<file path="config.mk">
export PLATFORM = sky130hd
export DESIGN_NAME = if_id_stage
export DESIGN_NICKNAME = d
export VERILOG_FILES = /design/src/rtl/mips_pkg.sv /design/src/rtl/if_id_stage.sv
export SDC_FILE = /design/constraint.sdc
export NUM_CORES = 1
export LEC_CHECK = 0
export ABC_AREA = 1
export BUFFER_PORTS_ARGS = -buffer_cell sky130_fd_sc_hd__buf_2
export CAP_MARGIN = 0
export CORE_MARGIN = 2
export CORE_UTILIZATION = 40
export DETAILED_ROUTE_END_ITERATION = 12
export PLACE_DENSITY = 0.72
export SYNTH_ARGS = -nofsm -noshare
export SYNTH_HDL_FRONTEND = slang
export SYNTH_SLANG_ARGS = --single-unit
</file>
<file path="constraint.sdc">
create_clock -name clk -period 5.1 [get_ports clk]
set_input_delay 1.275 -clock clk [delete_from_list [all_inputs] [get_ports clk]]
set_output_delay 1.275 -clock clk [all_outputs]
set_load 0.02 [all_outputs]
</file>
<file path="src/rtl/mips_pkg.sv">
// Shared fetch-side definitions for the MIPS pipeline front end.
package mips_pkg;

    localparam logic [31:0] NOP_INSTR        = 32'h0000_0000;
    localparam logic [31:0] RESET_PC_DEFAULT = 32'h0000_3000;
    localparam logic [31:0] PC_INC           = 32'd4;

    typedef enum logic {
        RUN  = 1'b0,
        PEND = 1'b1
    } fetch_state_e;

    // Instruction addresses are word aligned; low two bits of any target are dropped.
    function automatic logic [31:0] word_align(input logic [31:0] addr);
        return {addr[31:2], 2'b00};
    endfunction

endpackage

</file>
<file path="src/rtl/if_id_stage.sv">
// IF/ID pipeline register with next-PC selection, stall/flush handling and a
// one-entry buffer that holds a redirect arriving while the front end is stalled.
module if_id_stage
    import mips_pkg::*;
#(
    parameter logic [31:0] RESET_PC = RESET_PC_DEFAULT,
    parameter int          CNT_W    = 16
) (
    input  logic             clk,
    input  logic             rst,
    input  logic [31:0]      pc_in,
    input  logic [31:0]      instr_in,
    input  logic             stall,
    input  logic             flush,
    input  logic             redirect_valid,
    input  logic [31:0]      redirect_target,
    output logic             pc_write,
    output logic [31:0]      next_pc,
    output logic [31:0]      id_pc,
    output logic [31:0]      id_pc_plus4,
    output logic [31:0]      id_instr,
    output logic             id_valid,
    output logic [CNT_W-1:0] bubble_cnt
);

    fetch_state_e     state_r;
    fetch_state_e     next_state_s;
    logic [31:0]      pend_target_r;
    logic [31:0]      next_pend_s;
    logic [31:0]      redirect_aligned_s;
    logic [31:0]      pc_plus4_s;
    logic [31:0]      next_pc_s;
    logic             bubble_s;
    logic [31:0]      id_pc_r;
    logic [31:0]      id_pc_plus4_r;
    logic [31:0]      id_instr_r;
    logic             id_valid_r;
    logic [CNT_W-1:0] bubble_cnt_r;

    assign redirect_aligned_s = word_align(redirect_target);
    assign pc_plus4_s         = pc_in + PC_INC;

    // A bubble replaces IF/ID on flush, or when released from stall onto a redirect path.
    assign bubble_s = flush | (~stall & (redirect_valid | (state_r == PEND)));

    // Next-PC selection presented to the PC register this cycle.
    always_comb begin
        next_pc_s = pc_plus4_s;
        if (rst) begin
            next_pc_s = RESET_PC;
        end else if (redirect_valid) begin
            next_pc_s = redirect_aligned_s;
        end else if (state_r == PEND) begin
            next_pc_s = pend_target_r;
        end else begin
            next_pc_s = pc_plus4_s;
        end
    end

    // Pending-redirect FSM: newest redirect seen during a stall wins.
    always_comb begin
        next_state_s = state_r;
        next_pend_s  = pend_target_r;
        case (state_r)
            RUN: begin
                if (stall && redirect_valid) begin
                    next_state_s = PEND;
                    next_pend_s  = redirect_aligned_s;
                end else begin
                    next_state_s = RUN;
                end
            end
            PEND: begin
                if (!stall) begin
                    next_state_s = RUN;
                end else if (redirect_valid) begin
                    next_pend_s = redirect_aligned_s;
                end else begin
                    next_state_s = PEND;
                end
            end
            default: begin
                next_state_s = RUN;
                next_pend_s  = 32'h0000_0000;
            end
        endcase
    end

    // FSM, pending target, IF/ID register and bubble counter.
    always_ff @(posedge clk) begin
        if (rst) begin
            state_r       <= RUN;
            pend_target_r <= 32'h0000_0000;
            id_pc_r       <= 32'h0000_0000;
            id_pc_plus4_r <= 32'h0000_0000;
            id_instr_r    <= NOP_INSTR;
            id_valid_r    <= 1'b0;
            bubble_cnt_r  <= '0;
        end else begin
            state_r       <= next_state_s;
            pend_target_r <= next_pend_s;
            if (bubble_s) begin
                id_pc_r       <= 32'h0000_0000;
                id_pc_plus4_r <= 32'h0000_0000;
                id_instr_r    <= NOP_INSTR;
                id_valid_r    <= 1'b0;
                if (!(&bubble_cnt_r)) begin
                    bubble_cnt_r <= bubble_cnt_r + CNT_W'(1);
                end
            end else if (!stall) begin
                id_pc_r       <= pc_in;
                id_pc_plus4_r <= pc_plus4_s;
                id_instr_r    <= instr_in;
                id_valid_r    <= 1'b1;
            end
        end
    end

    assign pc_write    = rst | ~stall;
    assign next_pc     = next_pc_s;
    assign id_pc       = id_pc_r;
    assign id_pc_plus4 = id_pc_plus4_r;
    assign id_instr    = id_instr_r;
    assign id_valid    = id_valid_r;
    assign bubble_cnt  = bubble_cnt_r;

endmodule

</file>
==> reports/qor.csv <==
metric;value;unit
final.min_clock_period;4.164;ns
path_max_fanout;8;
async_reset_ff_frac;0;
vias;7297;
dieHeight;135.8;um
die-width;135.8;um
post-route-period-util;0.8164;
ys_seq_elements;142;
syn-mean-instance-area;6.628;sq um
synthesis.instances;1049;
nets;1363;
route.detailed.wl_per_inst;14.29;um
critPathMostFrequentCell;buf_2;
wl;21410;um
synth.largest_area_cell;dfxtp_1;
synth-main-ff-cell;dfxtp_1;
grt_max_degree;82;
final_layout_size_suffix_gt1_frac;0.2482;
global_route.usage.total;0.2313;
fp.coreArea;0.01712;sq mm
holdCritPathClass;register to register;
fmaxAchievable;0.2402;GHz
die_area;0.01845;sq mm
finalHoldViolCount;0;
drt_first_iter_violations;552;
vias_per_cell;4.871;
tritoncts_buffer_count;17;
netlist_top_cells_area;dfxtp_1 41%, nand2_1 14%, nor2_1 11%;
dpl_worst_slack;0.8936;ns
synth.cell_area;0.006953;sq mm
num_io_pins;247;
syn2layout_area_growth;26.94;%
cts_resized;0;
synth_top_area_frac;0.4089;
synth_cell_type_count;35;
timing.final.max_slew_violations;0;
cts_tree;yes;
clock_latency_reported_for_the_late_side_of_the_worst_skew_pair;0.43;ns
cp.required;3.83;ns
ctsHoldBuffers;0;
cts.reportedPaths.clkPinSlew;0.07;ns
finalSetupTns;0;ns
max_stage_delay;0.28;ns
drt_first_pass_iters;5;
grt_pass1_vias;6429;
synth.net_count;1152;
worst-slew-pin-transition;1.022;ns
gpl_wtd_cong;0.8910;
cell_with_the_biggest_individual_delay_on_the_critical_path;xor2_1;
total_power;2.820;mW
grt_overflow_total;0;
antenna_found_initial;0;
timing_worst_setup_path_type;input port to primary output;
timing.slew.headroom;0.3182;
cts_post_setup_buffers_inserted;0;
ctsRootBufferMaster;clkbuf_16;
starting_density_of_the_core;0.4062;
timing.critical_path.to_type;primary output;
cell_by_cell_trace_of_the_critical_path;buf_2 -> ha_1 -> nand2_1 -> nor2_2 -> nand2_4 -> nor2_8 -> xor2_1 -> nor2_1 -> o21ai_1 -> buf_2;
power_density;319.6;mW/mm^2
cts_htree_levels;4;
pnr_worst_setup_slack;0.9362;ns
synth_most_common_cell;nand2_1;
cp.arrival;2.89;ns
timing.clock.skew;0.01323;ns
ir_worst_vdd;0.2278;mV
clk_path_buf_depth;2;
antenna_diode_count;0;
leakagePower;4.435;nW
number_of_enable_flip_flop_cells_after_synthesis;0;
clock-sinks;142;
drcViolationCount;0;
finalSetupViolCount;0;
placement_rows;48;
grt_setup_unrepaired;no;
stdcell_count;1498;
port_buffers;244;
yosys-top-cells-count;255 x nand2_1, 201 x nor2_1, 142 x dfxtp_1;
drt.antenna.violating_nets;0;
cp-start-kind;input port;
placed_wire_length_estimate;15410;um
outcome;completed;
placed_cells_incl_taps;1466;
yosysSeqAreaShare;0.4089;
ys_warn_count;0;
drv.max_cap_violation_count;0;
grt_first_pass_wirelength;33360;um
## final timing paths
check             startpoint              to  slack [ns]  depth (start not counted)
setup / recovery    pc_in[2]     next_pc[12]        0.94                         10
hold / removal      id_pc[9]        id_pc[9]        0.46                          2
setup reg to reg     state_r  id_pc_plus4[3]        2.50                          6
hold reg to reg     id_pc[9]        id_pc[9]        0.46                          2
## stage by stage
stage	utilization	instance area [sq um]	hold slack (ns)
after floorplan	-	6953	0.4446
after global placement	0.4808	8229	0.4483
after detailed placement	0.4808	8229	0.4519
after CTS	0.5156	8826	0.4622
after global routing	0.5156	8826	0.4752
final	0.5156	8826	0.4606
## where the power goes
group / leakage (nW) / switching [mW] / internal, mW
clock: 0.291 / 0.569 / 0.700
combinational: 2.99 / 0.257 / 0.124
sequential: 1.16 / 0.0233 / 1.15
total: 4.44 / 0.849 / 1.97
## worst max-delay path: cells and delay by family
| family | cells | cell delay, ns |
|---|---|---|
| simple gates | 5 | 0.69 |
| buf+inv | 2 | 0.31 |
| xor+xnor | 1 | 0.28 |
| fa+ha+maj | 1 | 0.18 |
| compound gates | 1 | 0.15 |
## sequential cells by signal (all words and copies together) (netlist names)
signal	count
state_r	1
pend_target_r	30
id_pc	32
bubble_cnt	16
id_pc_plus4	30
id_instr	32
id_valid	1
## cells in the final DEF, fill, tap and decap left out, types with 8 or more instances in the layout
| cell | count |
|---|---|
| nand2_1 | 255 |
| buf_2 | 243 |
| nor2_1 | 201 |
| dfxtp_1 | 142 |
| a21oi_1 | 115 |
| inv_1 | 79 |
| o21ai_0 | 68 |
| nand3_1 | 50 |
| clkbuf_16 | 17 |
| o211ai_1 | 14 |
| buf_4 | 9 |
| nor2_4 | 8 |
## final cells by class
type,count,area [sq um]
Fill cell,1778,8290
Multi-Input combinational cell,763,3506
Timing Repair Buffer,252,1284
Inverter,84,315.3
Clock buffer,17,425.4
Tap cell,225,281.5
Clock inverter,15,171.4
Sequential cell,142,2843
## metal layers
metal	wire length (um)	vias to the layer above	global-route usage
met1	9711	3218	0.3202
met3	1802	37	0.05891
met2	9379	277	0.3454
met4	519	0	0.08970
li1	-	3765	-
met5	0	-	0
## logic make-up after synthesis
group	count (synthesis)	synth area share
flip-flops	142	0.4089
AO/OA/AOI/OAI	203	0.1539
adder cells (fa/ha/maj)	2	0.003598
buffers and inverters	144	0.08691
XOR/XNOR	12	0.01512
AND/OR/NAND/NOR	546	0.3317
Note: power is estimated with default switching activity, not from simulation.
